$ cat src/rtl/lc3b_types.sv
// Shared types for the lc3b memory-side arbitration logic.
// Contents: arbiter state encoding, fixed requester indices, index width,
// and the round-robin pointer advance helper.
package lc3b_types;

    typedef enum logic [1:0] {
        IDLE = 2'd0,
        BUSY = 2'd1,
        DONE = 2'd2
    } arb_state_t;

    localparam int ARB_IDX_ICACHE = 0;
    localparam int ARB_IDX_DCACHE = 1;
    localparam int ARB_IDX_EWB    = 2;

    // Requester index width; covers up to four requesters.
    localparam int IDX_W = 2;

    // Pointer to the requester after idx, wrapping at n_req.
    function automatic logic [IDX_W-1:0] rr_next(input logic [IDX_W-1:0] idx,
                                                 input int n_req);
        if (int'(idx) >= n_req - 1) begin
            return '0;
        end
        return idx + IDX_W'(1);
    endfunction

endpackage

$ cat src/rtl/rr_priority_pick.sv
// Combinational round-robin picker.
// Ports:
//   active    in  N_REQ  requester active vector
//   rr_ptr    in  2      index holding highest priority
//   winner    out 2      first active index at or above rr_ptr (wrapping)
//   any_valid out 1      at least one requester active
module rr_priority_pick
    import lc3b_types::*;
#(
    parameter int N_REQ = 3
) (
    input  logic [N_REQ-1:0] active,
    input  logic [IDX_W-1:0] rr_ptr,
    output logic [IDX_W-1:0] winner,
    output logic             any_valid
);

    function automatic logic [IDX_W-1:0] cand(input logic [IDX_W-1:0] ptr,
                                              input int off);
        int s;
        s = int'(ptr) + off;
        if (s >= N_REQ) begin
            s = s - N_REQ;
        end
        return IDX_W'(s);
    endfunction

    // Walk from the farthest offset down to rr_ptr itself so the nearest
    // active requester is the last (and final) assignment.
    always_comb begin
        winner    = '0;
        any_valid = |active;
        for (int off = N_REQ - 1; off >= 0; off--) begin
            if (active[cand(rr_ptr, off)]) begin
                winner = cand(rr_ptr, off);
            end
        end
    end

endmodule

$ cat src/rtl/mem_rr_arbiter.sv
// Round-robin arbiter sharing one physical-memory port between the I-cache
// (0), D-cache (1) and eviction write buffer (2). The winning request is
// latched so memory sees stable command/address/data for the whole
// transaction; priority rotates after each completion; a watchdog flags a
// memory that never responds.
//
// Ports:
//   clk, rst_n              clock, async active-low reset
//   req_read/req_write      per-requester strobes, held until req_resp
//   req_addr/req_wdata      packed per-requester address / write line
//   req_resp                one-hot completion pulse to the granted requester
//   req_rdata               read line, valid only with req_resp
//   mem_read/mem_write      memory command (from latched op)
//   mem_addr/mem_wdata      latched address / write line
//   mem_resp/mem_rdata      memory completion pulse and read data
//   busy                    transaction in flight
//   grant_idx               current or last granted requester
//   timeout_err             sticky watchdog flag
//
// state | meaning
// ------+---------------------------------------------------------------
// IDLE  | arbitrate among active requesters, latch winner on the edge
// BUSY  | command presented to memory, waiting for mem_resp
// DONE  | one-cycle bubble so the served requester can drop its request
module mem_rr_arbiter
    import lc3b_types::*;
#(
    parameter int N_REQ   = 3,
    parameter int ADDR_W  = 16,
    parameter int LINE_W  = 128,
    parameter int TIMEOUT = 1023
) (
    input  logic                     clk,
    input  logic                     rst_n,
    input  logic [N_REQ-1:0]         req_read,
    input  logic [N_REQ-1:0]         req_write,
    input  logic [N_REQ*ADDR_W-1:0]  req_addr,
    input  logic [N_REQ*LINE_W-1:0]  req_wdata,
    output logic [N_REQ-1:0]         req_resp,
    output logic [LINE_W-1:0]        req_rdata,
    output logic                     mem_read,
    output logic                     mem_write,
    output logic [ADDR_W-1:0]        mem_addr,
    output logic [LINE_W-1:0]        mem_wdata,
    input  logic                     mem_resp,
    input  logic [LINE_W-1:0]        mem_rdata,
    output logic                     busy,
    output logic [1:0]               grant_idx,
    output logic                     timeout_err
);

    localparam int WD_W = $clog2(TIMEOUT + 1);

    arb_state_t        state_q,  state_d;
    logic [IDX_W-1:0]  rr_ptr_q, rr_ptr_d;
    logic [IDX_W-1:0]  grant_q,  grant_d;
    logic [ADDR_W-1:0] addr_q,   addr_d;
    logic [LINE_W-1:0] wdata_q,  wdata_d;
    logic              op_rd_q,  op_rd_d;
    logic              op_wr_q,  op_wr_d;
    logic [WD_W-1:0]   wd_cnt_q, wd_cnt_d;
    logic              err_q,    err_d;

    logic [N_REQ-1:0]  active;
    logic [IDX_W-1:0]  win;
    logic              any_valid;
    logic [ADDR_W-1:0] sel_addr;
    logic [LINE_W-1:0] sel_wdata;
    logic              sel_rd;
    logic              sel_wr;
    logic              resp_fire;

    assign active = req_read | req_write;

    rr_priority_pick #(
        .N_REQ (N_REQ)
    ) u_pick (
        .active    (active),
        .rr_ptr    (rr_ptr_q),
        .winner    (win),
        .any_valid (any_valid)
    );

    // Mux out the winner's request; read+write together is a write.
    always_comb begin
        sel_addr  = '0;
        sel_wdata = '0;
        sel_rd    = 1'b0;
        sel_wr    = 1'b0;
        for (int i = 0; i < N_REQ; i++) begin
            if (win == IDX_W'(i)) begin
                sel_addr  = req_addr[i*ADDR_W +: ADDR_W];
                sel_wdata = req_wdata[i*LINE_W +: LINE_W];
                sel_wr    = req_write[i];
                sel_rd    = req_read[i] & ~req_write[i];
            end
        end
    end

    assign resp_fire = (state_q == BUSY) && mem_resp;

    always_comb begin
        state_d  = state_q;
        rr_ptr_d = rr_ptr_q;
        grant_d  = grant_q;
        addr_d   = addr_q;
        wdata_d  = wdata_q;
        op_rd_d  = op_rd_q;
        op_wr_d  = op_wr_q;
        wd_cnt_d = wd_cnt_q;
        unique case (state_q)
            IDLE: begin
                if (any_valid) begin
                    state_d  = BUSY;
                    grant_d  = win;
                    addr_d   = sel_addr;
                    wdata_d  = sel_wdata;
                    op_rd_d  = sel_rd;
                    op_wr_d  = sel_wr;
                    wd_cnt_d = '0;
                end
            end
            BUSY: begin
                if (mem_resp) begin
                    state_d  = DONE;
                    rr_ptr_d = rr_next(grant_q, N_REQ);
                end else if (wd_cnt_q != WD_W'(TIMEOUT)) begin
                    wd_cnt_d = wd_cnt_q + WD_W'(1);
                end
            end
            DONE: begin
                state_d = IDLE;
            end
            default: begin
                state_d = IDLE;
            end
        endcase
        // Sticky; the transaction itself is never aborted.
        err_d = err_q | (wd_cnt_d == WD_W'(TIMEOUT));
    end

    always_ff @(posedge clk or negedge rst_n) begin
        if (!rst_n) begin
            state_q  <= IDLE;
            rr_ptr_q <= '0;
            grant_q  <= '0;
            addr_q   <= '0;
            wdata_q  <= '0;
            op_rd_q  <= 1'b0;
            op_wr_q  <= 1'b0;
            wd_cnt_q <= '0;
            err_q    <= 1'b0;
        end else begin
            state_q  <= state_d;
            rr_ptr_q <= rr_ptr_d;
            grant_q  <= grant_d;
            addr_q   <= addr_d;
            wdata_q  <= wdata_d;
            op_rd_q  <= op_rd_d;
            op_wr_q  <= op_wr_d;
            wd_cnt_q <= wd_cnt_d;
            err_q    <= err_d;
        end
    end

    // Commands drop in the completion cycle so memory does not see a
    // second request before the FSM leaves BUSY.
    assign busy        = (state_q == BUSY);
    assign mem_read    = busy && op_rd_q && !mem_resp;
    assign mem_write   = busy && op_wr_q && !mem_resp;
    assign mem_addr    = addr_q;
    assign mem_wdata   = wdata_q;
    assign grant_idx   = grant_q;
    assign timeout_err = err_q;
    assign req_rdata   = resp_fire ? mem_rdata : '0;

    always_comb begin
        req_resp = '0;
        for (int i = 0; i < N_REQ; i++) begin
            if (resp_fire && (grant_q == IDX_W'(i))) begin
                req_resp[i] = 1'b1;
            end
        end
    end

endmodule

$ cat config.mk
export PLATFORM = sky130hd
export DESIGN_NAME = mem_rr_arbiter
export DESIGN_NICKNAME = d
export VERILOG_FILES = /design/src/rtl/lc3b_types.sv /design/src/rtl/rr_priority_pick.sv /design/src/rtl/mem_rr_arbiter.sv
export SDC_FILE = /design/constraint.sdc
export NUM_CORES = 1
export LEC_CHECK = 0
export BUFFER_PORTS_ARGS = -buffer_cell sky130_fd_sc_hd__buf_2
export CORE_AREA = 2 2 330 332
export DETAILED_ROUTE_END_ITERATION = 8
export DIE_AREA = 0 0 332 334
export GPL_ROUTABILITY_DRIVEN = 1
export PLACE_DENSITY = 0.32
export SYNTH_ARGS = -nofsm -noshare
export SYNTH_HDL_FRONTEND = slang
export SYNTH_HIERARCHICAL = 1
export SYNTH_SLANG_ARGS = --single-unit
$ cat constraint.sdc
create_clock -name clk -period 3.4 [get_ports clk]
set_input_delay 0.17 -clock clk [delete_from_list [all_inputs] [get_ports clk]]
set_output_delay 0.17 -clock clk [all_outputs]
set_load 0.03 [all_outputs]
==> impl_metrics.tcl, run 1 <==
set metrics [dict create \
    synth_area_leaders "dfrtp_1 40%, mux2i_1 15%, and3_1 8.1%" \
    clock_latency_ns 0.50 \
    layout-drive-gt1-share_pct 42.3 \
    syn-cell-area_sq_um 10100 \
    antenna_found_initial 35 \
    yosysWarnings 6 \
    place.port_buffers 849 \
    root_buffer "clkbuf_16" \
    ys_seq_area_share_pct 40.4 \
    holdWs_ns 0.0749 \
    die_w_um 332 \
    worstSetupStartpointType "flip-flop" \
    fp.coreArea_sq_um 108000 \
    synth_flop_cell "dfrtp_1" \
    fmaxAchievable_ghz 0.365 \
    cellPowerDensity_nw_per_um2 830 \
    grt-ovfl-total 0 \
    hold_viol 0 \
    io_pins 850 \
    grt_pass1_wl_um 96800 \
    r2r_slack_ns 0.66 \
    switching_share_pct 51.8 \
    slew_violations 0 \
    tightest_slew_ns 0.833 \
    design.die.area_sq_um 111000 \
    relSlewSlack_pct 44.0 \
    wl_per_cell_um 19.2 \
    hpwl_um 57300 \
    clock_skew_ns 0.0112 \
    worst_hold_path_type "in -> reg" \
    vdd_drop_max_uv 410 \
    grt_use_total_pct 12.2 \
    start_util_pct 9.36 \
    grt_max_degree 134 \
    cts_tree "built" \
    first_pass_iters 4 \
    clkTransAtPathRegs_ns 0.08 \
    synth_top_area_share_pct 40.4 \
    regArea_sq_um 4080 \
    drt_iter0_drc 392 \
    p_sw_uw 7830 \
    worst-setup-path-type "reg -> reg" \
    tns_ns 0 \
    status "finished clean" \
    end_kind "flip-flop" \
    ant_nets 0 \
    cp_max_fo 53 \
    cts.sinks 163 \
    setup_viol 0 \
    ys_ff_latch 163 \
    viasPerCell 3.52 \
    power_frac_comb_pct 62.8 \
    synth_edf_count 0 \
    crit_required_ns 3.76 \
    syn_area_per_cell_sq_um 8.10 \
    grt_setup_unrepaired "no" \
    final_common_cell "buf_2" \
    gp_congestion 0.754 \
    min_period_ns 2.74 \
    sequentialPowerShare_pct 22.1 \
    most-common-layout-cells "847 x buf_2, 163 x dfrtp_1, 155 x nand2_1, 152 x o21ai_0, 150 x a21oi_1" \
    fillers 12500 \
    p_leak_uw 0.00940 \
    grt_pass1_vias 13000 \
    min_period_over_period_pct 80.5 \
    cts_max_level 4 \
    netlist-cell-type-count 45 \
    maxCapViolations 0 \
    vias 12700 \
    syn_nets 1818 \
    clockBufferDepth 2 \
    p_clk_share_pct 15.0 \
    numCtsBuffers 17 \
    synthCells 1245 \
    multi_input_area_sq_um 5550 \
    nets 2749 \
    drc_errors 0 \
    arrival_ns 3.10 \
    cts_resized 0 \
    die_y_um 334 \
    async_reset_ff_share_pct 100 \
    p_int_uw 7280 \
    wirelength_um 69400 \
    areaGrowthSynthToFinish_pct 80.6 \
    rows 121 \
    yosysTopAreaCell "dfrtp_1" \
]
-- final cells by class --
type	count	area share, %
inverters	12	0.247
clock inverters	11	0.955
flip-flops and latches	163	22.4
clock buffers	21	2.58
repair buffers	1026	33.6
diodes	6	0.0824
well taps	1414	9.71
multi-input cells	956	30.4
-- synth_stat cells (all sizes together) (2+ instances only) --
library cell / instances
dfrtp: 163
nand2: 155
nand2b: 2
and3: 131
a21boi: 2
or2: 3
nor2b: 3
inv: 12
nor3b: 4
clkbuf: 80
mux2i: 147
a21oi: 151
and2: 4
a31oi: 3
a21o: 3
nor3: 4
o211ai: 3
ha: 4
a32oi: 2
nand4: 4
or3: 2
and2b: 2
buf: 34
nand3: 6
o31ai: 4
o21ai: 153
mux2: 3
or4: 3
o311ai: 2
nor2: 148
or3b: 2
-- flip-flops by register name, summed over array words and instances, names as in the netlist --
signal	count
mem_wdata	128
mem_addr	16
wd_cnt_q	10
grant_idx	2
rr_ptr_q	2
state_q	2
op_rd_q	1
op_wr_q	1
timeout_err	1
-- routing by layer --
layer	share of wire, %	GRT usage (%)	wire length [um]	vias up
li1	-	-	-	6192
met1	37	12.7	25600	5854
met2	53	23.0	36400	562
met3	8.0	4.34	5550	78
met4	2.4	3.54	1670	16
met5	0.15	0	101	-
-- critical path: stages, from the launching register on --
cell	delay [ns]
dfrtp_1	0.41
inv_1	0.07
ha_1	0.30
nand2b_1	0.17
o21ai_1	0.10
a221oi_4	0.35
buf_12	0.32
buf_4	0.28
mux2i_1	0.20
nor2_1	0.05
a21oi_1	0.14
o21ai_0	0.09
-- per-stage QoR --
step	instances	instance area (sq um)	setup WS (ns)	power, uW	util (%)
floorplan	1245	10100	0.975	9420	-
global placement	3424	16100	0.640	13000	14.9
detailed placement	3424	16100	0.628	13000	14.9
CTS	3603	18200	0.611	15500	16.9
global route	3606	18200	0.422	16400	16.9
finish	3609	18200	0.663	15100	16.9
-- kinds of logic (layout without fill, tap and decap cells) --
kind of cell	after synthesis	count (layout)	synth area share [%]
flip-flops	163	163	40.4
other	0	6	0
adder cells (fa/ha/maj)	4	4	0.496
AO/OA/AOI/OAI	328	328	17.1
multiplexers	150	150	14.9
AND/OR/NAND/NOR	474	474	22.0
buffers and inverters	126	1070	5.09
-- path summary, 6_finish.rpt --
kind / end / cells past startpoint / start
max: mem_wdata[31] / 11 / rr_ptr_q[1]
min: mem_wdata[127] / 5 / req_wdata[127]
max reg2reg: mem_wdata[31] / 11 / rr_ptr_q[1]
min reg2reg: mem_wdata[62] / 2 / mem_wdata[62]
max in group asynchronous: mem_wdata[12] / 3 / rst_n
min in group asynchronous: mem_wdata[69] / 2 / rst_n
-- what timing repair did --
action                    in CTS  in global routing
hold buffers                 147                  0
setup buffers                  0                  0
hold endpoints to repair     217                  0
-- power groups by stage --
stage / logic [uW] / registers, uW / clock network (uW)
after floorplan: 4500 / 4920 / 0
after global placement: 9630 / 3400 / 0
after detailed placement: 9600 / 3390 / 0
after CTS: 9760 / 3370 / 2400
after global routing: 10500 / 3480 / 2470
final: 9500 / 3350 / 2270
No activity file was read; power rests on OpenSTA's default activity.
==> run 2, diff against run 1 <==
- clock period: 3.4 -> 2.8 ns (I/O delays scaled with it)
==> impl_metrics.tcl, run 2 (synthesis results as in run 1) <==
set metrics [dict create \
    vdd_drop_max_uv 441 \
    rows 121 \
    r2r-end "mem_wdata[3]" \
    clock_skew_ns 0.0197 \
    wl_per_cell_um 20.0 \
    relSlewSlack_pct 50.2 \
    grt_max_degree 139 \
    grt_pass1_wl_um 97800 \
    wirelength_um 72600 \
    grt_use_total_pct 12.3 \
    crit_required_ns 3.13 \
    r2r-start "rr_ptr_q[0]" \
    worstSetupEndpoint "mem_wdata[3]" \
    clkTransAtPathRegs_ns 0.08 \
    start_util_pct 9.36 \
    finalWorstSetupSlack_ns 0.115 \
    maxCapViolations 0 \
    grt-ovfl-total 0 \
    drc_errors 0 \
    numCtsBuffers 17 \
    areaGrowthSynthToFinish_pct 83.3 \
    fmaxAchievable_ghz 0.372 \
    place.port_buffers 849 \
    status "finished clean" \
    end_kind "flip-flop" \
    hpwl_um 57800 \
    arrival_ns 3.01 \
    die_y_um 334 \
    tightest_slew_ns 0.747 \
    grt_pass1_vias 13000 \
    worst_hold_path_type "in -> reg" \
    slew_violations 0 \
    setup_viol 0 \
    final_common_cell "buf_2" \
    p_leak_uw 0.00954 \
    cts_max_level 4 \
    most-common-layout-cells "847 x buf_2, 163 x dfrtp_1, 155 x nand2_1, 151 x o21ai_0, 150 x a21oi_1" \
    root_buffer "clkbuf_16" \
    fp.coreArea_sq_um 108000 \
    clockBufferDepth 2 \
    largest_reg_flops 128 \
    fillers 12400 \
    worstSetupStartpointType "flip-flop" \
    total_power_uw 19000 \
    holdWs_ns 0.0459 \
    worst-setup-path-type "reg -> reg" \
    layout-drive-gt1-share_pct 43.2 \
    gp_congestion 0.771 \
    antenna_found_initial 41 \
    vias 13000 \
    min_period_over_period_pct 95.9 \
    cellPowerDensity_nw_per_um2 1030 \
    hold_viol 0 \
    wl_met2_um 37900 \
    min_period_ns 2.68 \
    cts_tree "built" \
    highest_layer "met5" \
    startpoint "rr_ptr_q[0]" \
    drt_iter0_drc 405 \
    drt-met1-wl_um 27000 \
    first_pass_iters 7 \
    viasPerCell 3.57 \
    tns_ns 0 \
    io_pins 850 \
    ant_nets 0 \
    die_w_um 332 \
    r2r_slack_ns 0.12 \
    design.die.area_sq_um 111000 \
    cts.sinks 163 \
    grt_setup_unrepaired "no" \
    nets 2770 \
    place_worst_setup_slack_ns 0.0456 \
    r2r_cells 11 \
    met3_length_um 5910 \
    cp_max_fo 29 \
    clock_latency_ns 0.49 \
]
run 2: cell type report:
cell class	count	area [sq um]	share of cell area, %
diodes	6	15.0	0.0812
multi-input cells	956	5560	30.1
repair buffers	1047	6440	34.8
well taps	1414	1770	9.57
clock buffers	18	439	2.37
flip-flops and latches	163	4080	22.1
inverters	12	45.0	0.244
clock inverters	14	143	0.771
run 2: worst min path at each step:
stage / cells after the start / startpoint / slack, ns / end
after floorplan: 0 / rst_n / -0.16 / grant_idx[0]
after global placement: 1 / rst_n / 0.25 / grant_idx[0]
after detailed placement: 1 / rst_n / 0.25 / grant_idx[0]
after CTS: 5 / req_wdata[29] / 0.003 / mem_wdata[29]
after global routing: 5 / req_wdata[26] / 0.06 / mem_wdata[26]
final: 3 / req_wdata[320] / 0.05 / mem_wdata[64]
run 2: report_power, final:
part           total, uW  switching [uW]  internal (uW)
clock network       2570            1280           1290
logic              12400            8050           4340
registers           4050             632           3420
run 2: what timing repair did:
action                                 CTS  global route
endpoints found under the hold margin  204             0
resized for setup                        0            10
hold buffers                           144             0
setup buffers                            0             7
setup endpoints to repair                0            83
run 2: worst max-delay path: stages, from the launching register on:
cell	delay [ns]
dfrtp_1	0.41
inv_1	0.09
ha_2	0.30
a21o_1	0.19
a221oi_4	0.35
buf_4	0.21
buf_8	0.21
nor2b_4	0.10
buf_4	0.17
clkbuf_16	0.21
a21oi_1	0.19
o21ai_0	0.09
run 2: metal layers:
metal | track usage [%] | vias up
met1 | 12.9 | 6030
met3 | 4.65 | 93
met2 | 22.8 | 556
met4 | 3.75 | 28
li1 | - | 6244
met5 | 0 | -
run 2: stage by stage:
stage / utilization (%) / instances / instance area [sq um]
after floorplan: - / 1245 / 10100
after global placement: 15.1 / 3436 / 16300
after detailed placement: 15.1 / 3436 / 16300
after CTS: 17.0 / 3612 / 18300
after global routing: 17.1 / 3626 / 18500
final: 17.2 / 3630 / 18500
==> run 3, diff against run 2 <==
- PLACE_DENSITY: 0.32 -> 0.39
==> impl_metrics.tcl, run 3 (synthesis results as in run 1) <==
set metrics [dict create \
    cp_max_fo 16 \
    die_y_um 334 \
    arrival_ns 2.95 \
    hold_viol 0 \
    r2r_slack_ns 0.21 \
    relSlewSlack_pct 40.2 \
    grt-ovfl-total 0 \
    hpwl_um 54400 \
    clock_latency_ns 0.49 \
    cts.sinks 163 \
    crit_cells 11 \
    multi_input_area_sq_um 5550 \
    crit_chain "inv_1, ha_1, a21o_1, a221oi_4, buf_12, buf_4, buf_12, mux2i_1, nor2_1, a21oi_1, o21ai_0" \
    tightest_slew_ns 0.896 \
    hold_depth 5 \
    min_period_over_period_pct 92.5 \
    worstSetupStartpointType "flip-flop" \
    place.port_buffers 849 \
    clockBufferDepth 2 \
    drt_iter0_drc 452 \
    layout-drive-gt1-share_pct 43.5 \
    nets 2788 \
    gp_congestion 0.837 \
    instances_no_fill 3646 \
    crit_path_frequent_cell "buf_12" \
    slowest_delay_ns 0.39 \
    rows 121 \
    maxCapViolations 0 \
    grt_pass1_vias 13000 \
    fmaxAchievable_ghz 0.386 \
    vdd_drop_max_uv 476 \
    most-common-layout-cells "847 x buf_2, 163 x dfrtp_1, 155 x nand2_1, 152 x o21ai_0, 150 x a21oi_1" \
    grt_use_total_pct 11.5 \
    worst-setup-path-type "reg -> reg" \
    path_buf_inv 4 \
    vias 12800 \
    slew_violations 0 \
    die_w_um 332 \
    grt_max_degree 126 \
    r2r_cells 11 \
    ant_nets 0 \
    start_util_pct 9.36 \
    cellPowerDensity_nw_per_um2 1030 \
    regArea_sq_um 4080 \
    largest_reg_flops 128 \
    crit_family "compound AO/OA/AOI/OAI gates" \
    antenna_found_initial 14 \
    cts_tree "built" \
    grt_pass1_wl_um 91600 \
    numCtsBuffers 17 \
    clkTransAtPathRegs_ns 0.09 \
    first_pass_iters 5 \
    slowest_stage "dfrtp_1" \
    final_common_cell "buf_2" \
    areaGrowthSynthToFinish_pct 84.1 \
    tns_ns 0 \
    crit_required_ns 3.16 \
    cts_max_level 4 \
    worst_hold_path_type "in -> reg" \
    end_kind "flip-flop" \
    min_period_ns 2.59 \
    wirelength_um 66400 \
    root_buffer "clkbuf_16" \
    setup_viol 0 \
    clock_skew_ns 0.0187 \
    p_leak_uw 0.00962 \
    placed_cells 3462 \
    fillers 12400 \
    wl_per_cell_um 18.2 \
    status "finished clean" \
    viasPerCell 3.51 \
    grt_setup_unrepaired "no" \
    drc_errors 0 \
    design.die.area_sq_um 111000 \
    io_pins 850 \
    fp.coreArea_sq_um 108000 \
]
[run 3: cell count changes in the layout (fill, tap and decap cells not counted), sizes merged]
cell         change
diode            -1
clkbuf           -1
dlygate4sd3      -2
clkinv           +2
inv              -8
buf             +23
bufinv           +3
[run 3: worst paths after layout]
check | endpoint | start
setup reg to reg | mem_wdata[7] | rr_ptr_q[0]
hold / removal | mem_wdata[43] | req_wdata[171]
min in group asynchronous | mem_wdata[21] | rst_n
hold reg to reg | mem_wdata[59] | mem_wdata[59]
max in group asynchronous | mem_wdata[19] | rst_n
setup / recovery | mem_wdata[7] | rr_ptr_q[0]
[run 3: layout make-up]
class                           instances  share of cell area, %
Antenna cell                            5                 0.0674
Clock inverter                         11                  0.950
Inverter                               12                  0.243
Timing Repair Buffer                 1065                   34.9
Tap cell                             1414                   9.53
Sequential cell                       163                   22.0
Multi-Input combinational cell        956                   29.9
Clock buffer                           20                   2.46
[run 3: per-layer routing]
metal / GRT usage, % / part of all wire, % / vias to the layer above
met2: 20.6 / 51 / 546
met4: 4.86 / 3.6 / 6
li1: - / - / 6269
met1: 12.1 / 37 / 5895
met5: 0 / 0.062 / -
met3: 4.28 / 8.2 / 77
[run 3: power by group]
part / internal [uW] / switching [uW] / leakage [uW] / total, uW
sequential: 3420 / 629 / 0.00203 / 4050
combinational: 4380 / 8030 / 0.00727 / 12400
clock: 1540 / 1170 / 0.000307 / 2720
[run 3: repair_timing]
action                                  4_1_cts  5_1_grt
endpoints found under the setup margin        0       39
gates resized for setup                       0        3
hold buffers                                142        0
buffers inserted                              0        5
endpoints found under the hold margin       212        0
[run 3: metrics by stage]
| step | instance area [sq um] | total power (uW) | worst slack, ns | hold WS (ns) | util, % |
|---|---|---|---|---|---|
| floorplan | 10100 | 11400 | 0.375 | -0.156 | - |
| CTS | 18500 | 19400 | 0.112 | 0.00145 | 17.1 |
| global placement | 16400 | 16400 | 0.180 | 0.266 | 15.2 |
| detailed placement | 16400 | 16400 | 0.146 | 0.265 | 15.2 |
| global route | 18600 | 20800 | 0.00330 | 0.0564 | 17.2 |
| finish | 18600 | 19200 | 0.211 | 0.0535 | 17.2 |
[run 3: worst register-to-register path, cell delays in order (launching register included)]
cell and delay (ns):
dfrtp_1 0.39, inv_1 0.07, ha_1 0.35, a21o_1 0.21
a221oi_4 0.33, buf_12 0.22, buf_4 0.19, buf_12 0.11
mux2i_1 0.18, nor2_1 0.05, a21oi_1 0.23, o21ai_0 0.13
